File: src/rtl/mod_counter_pkg.sv
// Shared definitions for the modulo counter: mode encoding and the parameter legality check.
package mod_counter_pkg;

  localparam int MODE_WRAP = 0;
  localparam int MODE_SAT  = 1;

  // Parameters are legal when 1 <= width <= 32 and 2 <= modulus <= 2^width.
  function automatic bit params_ok(int width, longint unsigned modulus);
    if (width < 1 || width > 32) return 1'b0;
    if (modulus < 64'd2) return 1'b0;
    if (modulus > (64'd1 << width)) return 1'b0;
    return 1'b1;
  endfunction

endpackage

File: src/rtl/mod_counter_if.sv
// Control and status bundle of the modulo counter.
// Handshake: none. Controls are sampled on every rising clock edge; status is always valid.
interface mod_counter_if #(
  parameter int WIDTH = 4
);
  logic             clr;
  logic             load;
  logic [WIDTH-1:0] load_val;
  logic             en;
  logic             up;
  logic [WIDTH-1:0] count;
  logic             at_max;
  logic             at_min;
  logic             tc;
  logic             ovf;

  modport master (
    output clr, load, load_val, en, up,
    input  count, at_max, at_min, tc, ovf
  );

  modport slave (
    input  clr, load, load_val, en, up,
    output count, at_max, at_min, tc, ovf
  );
endinterface

File: src/rtl/mod_counter_step.sv
// Combinational next-count and boundary-event logic for one counter channel.
module mod_counter_step
  import mod_counter_pkg::*;
#(
  parameter int              WIDTH    = 4,
  parameter longint unsigned MODULUS  = 16,
  parameter int              SATURATE = MODE_WRAP
) (
  input  logic [WIDTH-1:0] i_count,
  input  logic             i_up,
  input  logic [WIDTH-1:0] i_load_val,
  output logic [WIDTH-1:0] o_next,
  output logic [WIDTH-1:0] o_load_clamped,
  output logic             o_boundary,
  output logic             o_at_max,
  output logic             o_at_min
);

  // Range end held in WIDTH+1 bits so MODULUS = 2^WIDTH needs no special case.
  localparam logic [WIDTH:0] MAX = (WIDTH+1)'(MODULUS - 64'd1);

  logic [WIDTH:0] w_cnt_ext;
  logic [WIDTH:0] w_lv_ext;
  logic           w_sat;

  assign w_cnt_ext = {1'b0, i_count};
  assign w_lv_ext  = {1'b0, i_load_val};
  assign w_sat     = (SATURATE == MODE_SAT);

  assign o_at_max       = (w_cnt_ext == MAX);
  assign o_at_min       = (i_count == '0);
  assign o_boundary     = i_up ? o_at_max : o_at_min;
  assign o_load_clamped = (w_lv_ext > MAX) ? MAX[WIDTH-1:0] : i_load_val;

  always_comb begin
    o_next = i_count;
    if (i_up) begin
      if (!o_at_max)  o_next = i_count + WIDTH'(1);
      else if (!w_sat) o_next = '0;
    end else begin
      if (!o_at_min)  o_next = i_count - WIDTH'(1);
      else if (!w_sat) o_next = MAX[WIDTH-1:0];
    end
  end

endmodule

File: src/rtl/mod_counter.sv
// Parametrised up/down modulo counter with wrap/saturate mode, clear, load and wrap status.
module mod_counter
  import mod_counter_pkg::*;
#(
  parameter int              WIDTH    = 4,
  parameter longint unsigned MODULUS  = 16,
  parameter int              SATURATE = MODE_WRAP
) (
  input  logic          clk,
  input  logic          reset,
  mod_counter_if.slave  bus
);

  if (!params_ok(WIDTH, MODULUS)) begin : g_bad_params
    $error("mod_counter: illegal WIDTH/MODULUS combination");
  end

  logic [WIDTH-1:0] r_count;
  logic             r_tc;
  logic             r_ovf;
  logic [WIDTH-1:0] w_next;
  logic [WIDTH-1:0] w_load_clamped;
  logic             w_boundary;
  logic             w_at_max;
  logic             w_at_min;

  mod_counter_step #(
    .WIDTH    (WIDTH),
    .MODULUS  (MODULUS),
    .SATURATE (SATURATE)
  ) u_step (
    .i_count        (r_count),
    .i_up           (bus.up),
    .i_load_val     (bus.load_val),
    .o_next         (w_next),
    .o_load_clamped (w_load_clamped),
    .o_boundary     (w_boundary),
    .o_at_max       (w_at_max),
    .o_at_min       (w_at_min)
  );

  // Priority clr > load > en; tc is a one-cycle echo of an enabled boundary step.
  always_ff @(posedge clk or posedge reset) begin
    if (reset) begin
      r_count <= '0;
      r_tc    <= 1'b0;
      r_ovf   <= 1'b0;
    end else if (bus.clr) begin
      r_count <= '0;
      r_tc    <= 1'b0;
      r_ovf   <= 1'b0;
    end else if (bus.load) begin
      r_count <= w_load_clamped;
      r_tc    <= 1'b0;
    end else if (bus.en) begin
      r_count <= w_next;
      r_tc    <= w_boundary;
      if (w_boundary) r_ovf <= 1'b1;
    end else begin
      r_tc    <= 1'b0;
    end
  end

  assign bus.count  = r_count;
  assign bus.tc     = r_tc;
  assign bus.ovf    = r_ovf;
  assign bus.at_max = w_at_max;
  assign bus.at_min = w_at_min;

endmodule

File: src/flat_wrapper.sv
// flat-port wrapper written by rule: the top's interface ports become plain ports
module mod_counter_flat import mod_counter_pkg::*;
#(
  parameter int              WIDTH    = 4,
  parameter longint unsigned MODULUS  = 16,
  parameter int              SATURATE = MODE_WRAP
)
  (clk, reset, bus_clr, bus_load, bus_load_val, bus_en, bus_up, bus_count, bus_at_max, bus_at_min, bus_tc, bus_ovf);
  mod_counter_if #(.WIDTH(WIDTH)) bus_i ();
  input  logic clk;
  input  logic reset;
  input wire logic [$bits(bus_i.clr)-1:0] bus_clr;
  input wire logic [$bits(bus_i.load)-1:0] bus_load;
  input wire logic [$bits(bus_i.load_val)-1:0] bus_load_val;
  input wire logic [$bits(bus_i.en)-1:0] bus_en;
  input wire logic [$bits(bus_i.up)-1:0] bus_up;
  output wire logic [$bits(bus_i.count)-1:0] bus_count;
  output wire logic [$bits(bus_i.at_max)-1:0] bus_at_max;
  output wire logic [$bits(bus_i.at_min)-1:0] bus_at_min;
  output wire logic [$bits(bus_i.tc)-1:0] bus_tc;
  output wire logic [$bits(bus_i.ovf)-1:0] bus_ovf;
  assign bus_i.clr = bus_clr;
  assign bus_i.load = bus_load;
  assign bus_i.load_val = bus_load_val;
  assign bus_i.en = bus_en;
  assign bus_i.up = bus_up;
  assign bus_count = bus_i.count;
  assign bus_at_max = bus_i.at_max;
  assign bus_at_min = bus_i.at_min;
  assign bus_tc = bus_i.tc;
  assign bus_ovf = bus_i.ovf;
  mod_counter #(.WIDTH(WIDTH), .MODULUS(MODULUS), .SATURATE(SATURATE)) u_core (.clk(clk), .reset(reset), .bus(bus_i));
endmodule
File: config.mk
export PLATFORM = sky130hd
export DESIGN_NAME = mod_counter_flat
export DESIGN_NICKNAME = d
export VERILOG_FILES = /design/src/rtl/mod_counter_pkg.sv /design/src/rtl/mod_counter_if.sv /design/src/rtl/mod_counter_step.sv /design/src/rtl/mod_counter.sv /design/src/flat_wrapper.sv
export SDC_FILE = /design/constraint.sdc
export NUM_CORES = 1
export LEC_CHECK = 0
export ABC_AREA = 1
export CAP_MARGIN = 5
export CORE_AREA = 2 2 39 41
export DETAILED_ROUTE_END_ITERATION = 7
export DIE_AREA = 0 0 41 43
export PLACE_DENSITY = 0.71
export SLEW_MARGIN = 20
export SYNTH_ARGS = -nofsm -noshare
export SYNTH_HDL_FRONTEND = slang
export SYNTH_SLANG_ARGS = --single-unit
File: constraint.sdc
create_clock -name clk -period 1.2 [get_ports clk]
set_input_delay 0.18 -clock clk [delete_from_list [all_inputs] [get_ports clk]]
set_output_delay 0.18 -clock clk [all_outputs]
set_load 0.005 [all_outputs]
Word level (Yosys, flattened, before mapping)
Index checks and enable logic that the tools add are counted.
- flip-flop bits (word level): 6
- input port bits: 10
- ROM bits: 0
- word-level logic and storage cells: 28
- bits in latches: 0
- output and inout port bits: 8
- memory bits (writable): 0
- memories kept: 0
- multiplexer cells: 15
- $add $sub $neg: 2
- bitwise gates (word level): 0
- equality and inequality tests: 2
- shifts and indexed selects: 0
- multipliers: 0
- divide/modulo/power cells: 0
- magnitude comparators: 1
- reduce and logical (&&, ||, !) cells: 5
- operators by type and width (cell ; number):
    4-bit two-way mux ; 7
    1-bit two-way mux ; 8
    4-bit by 1-bit adder with 4-bit output, second input constant ; 1
    4-bit equality test, second input constant ; 1
    4-bit > comparator, second input constant ; 1
    4-bit zero test ; 1
    2-bit nonzero test ; 2
    4-bit by 1-bit subtractor with 4-bit output, second input constant ; 1
    3-bit AND reduction ; 1
    3-bit nonzero test ; 1
    2-bit inequality test, second input constant ; 1

Depth between registers and ports, before layout
- word-level depth: 6
- mapped depth: 10
- mapped depth without buffers: 10

Hierarchy
Synthesis repeated with hierarchy kept, for this count alone.
- cells, all modules: 77
- area, all modules: 501.7 um2
- by module, submodules not included (module ; times used ; area each (um2) ; cells each ; seq. area each (um2)):
    mod_counter ; 1 ; 307.8 ; 42 ; 150.1
    mod_counter_step ; 1 ; 193.9 ; 35 ; 0.0

Worst setup path before layout
Ideal clock, no wire load.
- kind: register -> register
- start point: register u_core.r_count[0], in the netlist u_core.bus.count[0]
- end point: register u_core.r_count[1], in the netlist u_core.bus.count[1]
- stages on the path, launching flop included: 7
- clock period less this slack: 1.297 ns
- library setup time: 0.082 ns
- data required time: 1.118 ns
- path buffers: 0
- arrival: 1.215 ns
- slack: -0.097 ns
- path through: dfrtp_1 > inv_1 > ha_1 > or2_1 > nand3_1 > o21ai_1 > o22ai_1
- cells in the longest elaborated chain, start to end: 6
- RTL lines (item ; RTL line ; RTL):
    start, declared ; mod_counter.sv:18 ; logic [WIDTH-1:0] r_count;
    start signal, assigned ; mod_counter.sv:53 ; r_count <= w_load_clamped;
    start signal, assigned ; mod_counter.sv:56 ; r_count <= w_next;
    4-bit by 1-bit subtractor with 4-bit output (tied with other cells) ; mod_counter_step.sv:41 ; if (!o_at_min) o_next = i_count - WIDTH'(1);
    4-bit two-way mux, on equally long branches ; mod_counter_step.sv:41, mod_counter_step.sv:38 ;
    4-bit two-way mux (*) ; mod_counter_step.sv:37 ; if (i_up) begin
    4-bit two-way mux (*) ; mod_counter.sv:55 ; end else if (bus.en) begin
    4-bit two-way mux (*) ; mod_counter.sv:52 ; end else if (bus.load) begin
    4-bit two-way mux (*) ; mod_counter.sv:48 ; end else if (bus.clr) begin
Every way passes the cells marked *; elsewhere a longest branch is shown, timed or not. The select of a mux whose other input is x is not followed.
A chain may end at the register's enable or synchronous reset.

Worst setup path in the final report
- start point: register u_core.r_count[1], in the netlist u_core.bus.count[1]
- end point: output bus_at_min
- cells in the longest elaborated chain, start to end: 1
- RTL lines (item ; RTL line ; RTL):
    4-bit zero test ; mod_counter_step.sv:31 ; assign o_at_min = (i_count == '0);
    end, declared ; flat_wrapper.sv:19 ; output wire logic [$bits(bus_i.at_min)-1:0] bus_at_min;
Every way passes these cells.

==> impl_results.md <==
* Status: finished with violations
* Failing checks: negative setup slack
* Die W at 41 um
* VDD IR-drop max at 0.000703 V
* Wire per inst at 10.4 um
* First-pass detailed-route iteration total at 2
* Number of warnings issued by yosys at 0
* Ant diodes at 0
* Hold Vio Cnt, Final at 0
* Detail Placement HPWL at 985 um
* Nets@finish at 126
* Die Area at 1760 um2
* Worst setup SP type: register
* Clk slew on worst S/H paths at 0.05 ns
* RSZ-0062 raised after global routing: yes
* Power Density at 871 nW/um2
* CTS Hold Buffers Added at 0
* Final GP Congestion at 0.730
* Distinct cells, synth at 14
* Area Overhead vs Synth at 95.0%
* Post-Syn Nets at 83
* Initial antenna violation count at 0
* GRT Overall Usage at 0.181
* Final WL at 1.33 mm
* Seq cells post-synth at 6
* Top Ports at 18
* CTS max path bufs at 2
* Finished Cell Area at 873 um2
* Min-Delay Path Class: input pin to asynchronous set/reset pin
* Leakage dissipation at 0.484 nW
* Final Skew at 0.00710 ns
* Final Util at 0.631
* Row Count at 14
* Max-slew violations at 0
* Max-Cap Viols at 0
* Reg2Reg Depth at 10
* Global-route wire length before repair at 2.08 mm
* Avg Synthesized Cell Area at 6.31 um2
* Syn Inst Count at 71
* Worst setup margin at -0.186 ns
* Largest net degree at the start of global routing at 9
* Post-Syn Area at 448 um2
* Vias at 580
* Register area share after synthesis at 0.335
* CTS Root Cell: clkbuf_4
* Num CTS Buffers at 3
* Setup violators final at 8
* Worst Path Class, Setup: register to primary output
* CP endpoint kind: primary output
* Headroom to the max-slew limit at 0.775
* Antenna-violating nets left at 0
* Layout cell share with drive strength beyond 1 at 0.384
* Latest clock arrival within the worst-skew pair at 0.25 ns
* Peak Freq at 722 MHz
* CTS tree: done
* Chip height at 43 um
* Critical path data arrival time at 1.21 ns
* Period Utilization, post-route at 1.15
* Period minus WS final at 1.39 ns
* Vias in the first global route at 534
* Starting Density at 0.324
* Iter 0 DRT Violations at 4
* Slew @ Worst Pin at 0.336 ns
* Critical Path Fanout Max at 4
* Total grt overflow at 0
* Post-DP Area at 756 um2
* Port Buffer Count at 17
* Clock Sinks at 6
* Worst Path Required at 1.02 ns
* Vias per std cell at 4.53
* H-tree levels at 1
* Core region area at 1380 um2
* Post-route DRC at 0
==> final cells by class <==
type,count,area [um2]
Clock buffer,3,22.5
Fill cell,124,510
Inverter,14,57.6
Multi-Input combinational cell,51,277
Sequential cell,6,150
Tap cell,16,20.0
Timing Repair Buffer,38,347
==> per-stage QoR <==
stage	setup TNS, ns	instances	power, mW	hold slack (ns)	worst slack, ns
after floorplan	0	71	0.360	-0.0290	0.00453
after global placement	-0.969	118	0.507	0.407	-0.213
after detailed placement	-1.10	118	0.513	0.412	-0.228
after CTS	-1.13	127	0.736	0.146	-0.186
after global routing	-1.43	128	0.815	0.187	-0.254
final	-0.896	128	0.761	0.141	-0.186
==> worst max-delay path, stage by stage (launching register included) <==
cell	delay, ns
dfrtp_1	0.41
buf_6	0.13
inv_4	0.06
ha_4	0.12
nand2_1	0.06
inv_2	0.08
buf_6	0.09
==> logic make-up (layout without fill, tap and decap cells) <==
family                   after synthesis  count (layout)  synth area share
adder cells (fa/ha/maj)                2               2            0.0559
AO/OA/AOI/OAI                          8               8            0.0950
AND/OR/NAND/NOR                       41              41             0.397
buffers and inverters                 14              55             0.117
flip-flops                             6               6             0.335
==> path summary, 6_finish.rpt <==
| check | end | slack, ns | start |
|---|---|---|---|
| setup reg to reg | u_core.bus.count[2] | -0.15 | u_core.bus.count[1] |
| hold reg to reg | u_core.bus.ovf | 0.48 | u_core.bus.ovf |
| max in group asynchronous | u_core.bus.count[0] | 0.86 | reset |
| setup / recovery | bus_at_min | -0.19 | u_core.bus.count[1] |
| min in group clk | u_core.bus.ovf | 0.48 | u_core.bus.ovf |
| hold / removal | u_core.bus.count[1] | 0.14 | reset |
==> per-layer routing <==
layer	part of all wire	vias up	GRT usage
li1	-	304	-
met1	0.41	255	0.192
met2	0.53	18	0.322
met3	0.047	3	0.0471
met4	0.014	0	0.0600
met5	0	-	0
==> Yosys cell counts <==
| cell type | n | area share |
|---|---|---|
| a21oi_1 | 2 | 0.022 |
| o21ai_1 | 4 | 0.045 |
| nand2_1 | 23 | 0.19 |
| inv_2 | 2 | 0.017 |
| nand4_1 | 1 | 0.014 |
| inv_1 | 12 | 0.10 |
| o22ai_1 | 2 | 0.028 |
| nor2_1 | 7 | 0.059 |
| or2_1 | 2 | 0.028 |
| nor2_2 | 1 | 0.014 |
| nand3_2 | 1 | 0.022 |
| nand3_1 | 6 | 0.067 |
| dfrtp_1 | 6 | 0.34 |
| ha_1 | 2 | 0.056 |
==> power by group <==
group	internal, mW	switching (mW)	total [mW]
Clock	0.113	0.0762	0.190
Combinational	0.192	0.145	0.337
Sequential	0.219	0.0153	0.234
Total	0.524	0.236	0.761
==> cells in the final DEF, fill, tap and decap left out, types with 3 or more instances in the layout <==
cell and instances:
nand2_1 21, buf_4 16, clkdlybuf4s50_1 9, buf_6 9, inv_1 8, nor2_1 7
nand3_1 6, dfrtp_1 6, inv_2 4, dlygate4sd2_1 4, clkbuf_4 3
==> repair_timing <==
item	in CTS	in global routing
buffers inserted	7	2
gates cloned	0	0
pin swaps	9	10
gates resized for setup	29	10
endpoints found under the setup margin	13	8
==> flip-flops by register name, summed over array words and instances, names as in the netlist <==
| name | cells |
|---|---|
| u_core.bus.tc | 1 |
| u_core.bus.ovf | 1 |
| u_core.bus.count | 4 |
(Power assumes the default switching activity.)
